==> src/rtl/addsub_pkg.sv <==
// Shared encodings for the add/subtract accumulator controller.
// Optional signed saturation is enabled by defining ADDSUB_SAT_EN.
package addsub_pkg;

  localparam int unsigned ADDSUB_WIDTH = 4;

  typedef enum logic [1:0] {
    OP_LOAD = 2'b00,
    OP_ADD  = 2'b01,
    OP_SUB  = 2'b10,
    OP_CLR  = 2'b11
  } op_e;

  typedef enum logic [1:0] {
    S_IDLE = 2'b00,
    S_EXEC = 2'b01,
    S_RESP = 2'b10
  } state_e;

endpackage

==> src/rtl/addsub_flags.sv <==
// Carry/overflow flags and result value for the accumulator capture.
// With ADDSUB_SAT_EN defined the result saturates in the signed sense on overflow.
module addsub_flags
  import addsub_pkg::*;
#(
  parameter int unsigned WIDTH = ADDSUB_WIDTH
) (
  input  logic [WIDTH-1:0] as_a,
  input  logic [WIDTH-1:0] as_b,
  input  logic             as_m,
  input  logic [WIDTH-1:0] as_sum,
  input  logic             as_cout,
  output logic             flag_c,
  output logic             flag_v,
  output logic [WIDTH-1:0] result
);

  logic [WIDTH-1:0] beff;

  always_comb begin
    beff   = as_b ^ {WIDTH{as_m}};
    flag_c = as_cout;
    flag_v = (as_a[WIDTH-1] == beff[WIDTH-1]) && (as_sum[WIDTH-1] != as_a[WIDTH-1]);
`ifdef ADDSUB_SAT_EN
    // Operand sign tells the overflow direction: both negative means it went too low.
    if (flag_v) begin
      result = as_a[WIDTH-1] ? {1'b1, {(WIDTH-1){1'b0}}} : {1'b0, {(WIDTH-1){1'b1}}};
    end else begin
      result = as_sum;
    end
`else
    result = as_sum;
`endif
  end

endmodule

==> src/rtl/addsub_accum_ctrl.sv <==
// Command sequencer and accumulator around an external adder_subtractor.
// Honours ADDSUB_SAT_EN through the addsub_flags sub-module.
module addsub_accum_ctrl
  import addsub_pkg::*;
#(
  parameter int unsigned WIDTH = ADDSUB_WIDTH
) (
  input  logic             clk,
  input  logic             rst,
  input  logic             cmd_valid,
  output logic             cmd_ready,
  input  logic [1:0]       cmd_op,
  input  logic [WIDTH-1:0] cmd_data,
  output logic [WIDTH-1:0] as_a,
  output logic [WIDTH-1:0] as_b,
  output logic             as_m,
  input  logic [WIDTH-1:0] as_sum,
  input  logic             as_cout,
  output logic             res_valid,
  input  logic             res_ready,
  output logic [WIDTH-1:0] res_data,
  output logic             res_c,
  output logic             res_v,
  output logic             res_z
);

  state_e           state_q, state_d;
  op_e              op_q, op_d;
  logic [WIDTH-1:0] acc_q, acc_d;
  logic [WIDTH-1:0] opnd_q, opnd_d;
  logic             m_q, m_d;
  logic             c_q, c_d;
  logic             v_q, v_d;
  logic             z_q, z_d;

  logic             flag_c;
  logic             flag_v;
  logic [WIDTH-1:0] flag_result;

  addsub_flags #(.WIDTH(WIDTH)) u_flags (
    .as_a    (acc_q),
    .as_b    (opnd_q),
    .as_m    (m_q),
    .as_sum  (as_sum),
    .as_cout (as_cout),
    .flag_c  (flag_c),
    .flag_v  (flag_v),
    .result  (flag_result)
  );

  always_comb begin
    state_d = state_q;
    op_d    = op_q;
    acc_d   = acc_q;
    opnd_d  = opnd_q;
    m_d     = m_q;
    c_d     = c_q;
    v_d     = v_q;
    z_d     = z_q;
    case (state_q)
      S_IDLE: begin
        if (cmd_valid) begin
          opnd_d  = cmd_data;
          op_d    = op_e'(cmd_op);
          m_d     = (op_e'(cmd_op) == OP_SUB);
          state_d = S_EXEC;
        end
      end
      S_EXEC: begin
        case (op_q)
          OP_ADD, OP_SUB: begin
            acc_d = flag_result;
            c_d   = flag_c;
            v_d   = flag_v;
          end
          OP_LOAD: begin
            acc_d = opnd_q;
            c_d   = 1'b0;
            v_d   = 1'b0;
          end
          default: begin
            acc_d = '0;
            c_d   = 1'b0;
            v_d   = 1'b0;
          end
        endcase
        z_d     = (acc_d == '0);
        state_d = S_RESP;
      end
      S_RESP: begin
        if (res_ready) begin
          state_d = S_IDLE;
        end
      end
      default: state_d = S_IDLE;
    endcase
  end

  always_ff @(posedge clk) begin
    if (rst) begin
      state_q <= S_IDLE;
      op_q    <= OP_LOAD;
      acc_q   <= '0;
      opnd_q  <= '0;
      m_q     <= 1'b0;
      c_q     <= 1'b0;
      v_q     <= 1'b0;
      z_q     <= 1'b0;
    end else begin
      state_q <= state_d;
      op_q    <= op_d;
      acc_q   <= acc_d;
      opnd_q  <= opnd_d;
      m_q     <= m_d;
      c_q     <= c_d;
      v_q     <= v_d;
      z_q     <= z_d;
    end
  end

  assign cmd_ready = (state_q == S_IDLE);
  assign res_valid = (state_q == S_RESP);
  assign as_a      = acc_q;
  assign as_b      = opnd_q;
  assign as_m      = m_q;
  assign res_data  = acc_q;
  assign res_c     = c_q;
  assign res_v     = v_q;
  assign res_z     = z_q;

endmodule

==> config.mk <==
export PLATFORM = sky130hd
export DESIGN_NAME = addsub_accum_ctrl
export DESIGN_NICKNAME = d
export VERILOG_FILES = /design/src/rtl/addsub_pkg.sv /design/src/rtl/addsub_flags.sv /design/src/rtl/addsub_accum_ctrl.sv
export SDC_FILE = /design/constraint.sdc
export NUM_CORES = 1
export LEC_CHECK = 0
export BUFFER_PORTS_ARGS = -buffer_cell sky130_fd_sc_hd__buf_4
export CORE_AREA = 2 2 46 48
export CTS_CLUSTER_DIAMETER = 40
export CTS_CLUSTER_SIZE = 16
export DETAILED_ROUTE_END_ITERATION = 12
export DIE_AREA = 0 0 48 50
export PLACE_DENSITY_LB_ADDON = 0.25
export RECOVER_POWER = 25
export SYNTH_ARGS = -nofsm -noshare
export SYNTH_HDL_FRONTEND = slang
export SYNTH_SLANG_ARGS = --single-unit
==> constraint.sdc <==
create_clock -name clk -period 2.84 [get_ports clk]
set_input_delay 0.568 -clock clk [delete_from_list [all_inputs] [get_ports clk]]
set_output_delay 0.568 -clock clk [all_outputs]
set_load 0.01 [all_outputs]
==> results.cfg <==
[clock_network]
postCtsSetupRepairBufs = 0
clock_sinks = 16
cts_tree = yes
clkTransAtPathRegs_ns = 0.09
cts_made_buffers = 3
htree_num_levels = 1
ctsRootBufferMaster = clkbuf_4
cts_max_path_buffers = 2
cts_resized = 0
hold_buffers = 0
insertion_delay_ns = 0.28

[cells_and_area]
final_layout_size_suffix_gt1_share_pct = 32.17
multi_input_area_um2 = 345.3
post-route-util_pct = 50.99
fin_nets = 134
syn2layout_area_growth_pct = 32.93
num-fill-cells = 196
final_cell_mix = 32 x buf_4, 22 x nand2_1, 16 x dfxtp_1, 13 x a21oi_1, 4 x a22oi_1
diodes = 0
final-seq-area_um2 = 320.3
final_common_cell = buf_4

[floorplan]
core_um2 = 1902
initial_core_util_pct = 38.36
io_pins = 33
die_h_um = 50
dieArea_um2 = 2400
die_w_um = 48
rows = 16

[worst_setup_path]
critPathCapture = res_valid
crit_chain = and2b_1 -> buf_4
critPathKind = reg -> out
r2r_start = op_q[0]$_SDFFE_PP0P_
worst-r2r-cell-count = 5
reg2reg_slack_ns = 1.34
cp_slowest_cell = dfxtp_1
reg2reg_to = res_z$_SDFFE_PP0N_
path_max_fanout = 4
cp.arrival_ns = 1.04
crit_path_start = state_q[0]$_SDFFE_PP0P_
required_ns = 2.27
critPathCaptureType = output pin
worst_setup_path_start_kind = flip-flop
cpPeakStageDelay_ns = 0.41

[placement]
dpl.hpwl_um = 1237
routabilityCongestion = 0.7316
portBuffers = 32

[synthesis]
netlist_area_um2 = 729.5
avgSynthCellArea_um2 = 8.289
netlist_instances = 88
yosys.area.top_type = dfxtp_1
synth.top_cell.area_share_pct = 43.91
synthTopCellsByArea = dfxtp_1 44%, nand2_1 11%, a21oi_1 8.9%, a22oi_1 4.1%, buf_4 4.1%
yosysSeqAreaShare_pct = 43.91
ys_seq_elements = 16
synth_cell_type_count = 28
syn_nets = 105
yosys_warnings = 0

[detailed_routing]
routed_wl_um = 1590
routedWlPerCell_um = 11.20
vias_per_cell = 4.761
dr.pass1.iters = 5
drt-initial-drc-count = 12
ant_nets = 0
routed-via-count = 676
drcViolationCount = 0

[global_routing]
grt_max_degree = 18
grt_pass1_vias = 614
grt_overflow = 0
grt_pass1_wl_um = 2511
grt.total_usage_pct = 14.34
grt_antenna_before_repair = 0

[timing]
setup_tns_ns = 0
fin_crit_sh_pct = 56.64
slew_headroom_pct = 75.87
post-route-min-period_ns = 1.608
max_freq_ghz = 0.6217
finalSetupViolCount = 0
skew_ns = 0.001435
tightest_slew_ns = 0.3618
hold_viol = 0
drv_slew = 0
grt_setup_unrepaired = false

[power]
p_leak_nw = 0.4140
power_mw = 0.4528
ir_worst_vdd_v = 0.0003076
cellPowerDensity_nw_per_um2 = 466.9

[hold_path]
hold_class = reg -> reg

[flow_run]
drv_cap = 0

[status]
status = completed
## per-layer routing
metal / global-route usage (%) / share of wire (%)
met5: 0 / 0
met4: 5.405 / 0.82
met3: 4.029 / 7.2
met2: 22.89 / 46
met1: 17.56 / 46
## sequential cells by signal (all words and copies together), names as in the netlist
register,cells
as_a,4
as_b,4
op_q,2
state_q,2
as_m,1
res_c,1
res_v,1
res_z,1
## critical path: cells and delay by family, from the launching register on
kind,cells,cell delay (ns)
buf+inv,1,0.14
simple gates,1,0.21
flops,1,0.41
## layout make-up
class | count | area share [%]
sequential | 16 | 33.03
clock buffer | 3 | 2.323
inverter | 2 | 0.7742
timing repair buffer | 32 | 24.77
tap | 27 | 3.484
multi-input combinational | 62 | 35.61
## synthesized netlist by cell type (all sizes together)
master,n
and2b,1
nand3,1
and2,1
dfxtp,16
a21oi,14
or3,3
o41ai,1
buf,7
nand2,22
a31oi,1
nand2b,2
nor2,3
a22oi,4
nor3,1
xnor2,1
o21ai,1
ha,2
clkbuf,1
inv,2
nor2b,1
nand3b,2
and4b,1
## worst min path at each step
stage / startpoint / end / slack, ns / depth (start not counted)
floorplan: op_q[1]$_SDFFE_PP0P_ / op_q[1]$_SDFFE_PP0P_ / 0.45 / 2
global placement: res_c$_SDFFE_PP0N_ / res_c$_SDFFE_PP0N_ / 0.44 / 2
detailed placement: res_c$_SDFFE_PP0N_ / res_c$_SDFFE_PP0N_ / 0.45 / 2
CTS: res_c$_SDFFE_PP0N_ / res_c$_SDFFE_PP0N_ / 0.46 / 2
global route: res_c$_SDFFE_PP0N_ / res_c$_SDFFE_PP0N_ / 0.48 / 2
finish: res_c$_SDFFE_PP0N_ / res_c$_SDFFE_PP0N_ / 0.46 / 2
## where the power goes
part	switching (mW)	leakage (nW)	internal, mW
sequential	0.00973	0.131	0.236
combinational	0.0442	0.270	0.0456
clock	0.0685	0.0138	0.0491
total	0.122	0.414	0.330
## cell families after synthesis
logic type      synth area share (%)
compound gates                 16.98
xor+xnor                       1.201
fa+ha+maj                      3.430
buf+inv                        8.404
flops                          43.91
simple gates                   26.07
## stage by stage
step / std cells / hold WS [ns] / setup slack (ns) / area, um^2
CTS: 142 / 0.4608 / 1.212 / 972.2
global route: 142 / 0.4776 / 1.164 / 969.7
finish: 142 / 0.4572 / 1.232 / 969.7
global placement: 139 / 0.4394 / 1.434 / 949.7
floorplan: 88 / 0.4530 / 1.500 / 729.5
detailed placement: 139 / 0.4474 / 1.354 / 949.7
No activity file was read; power rests on OpenSTA's default activity.
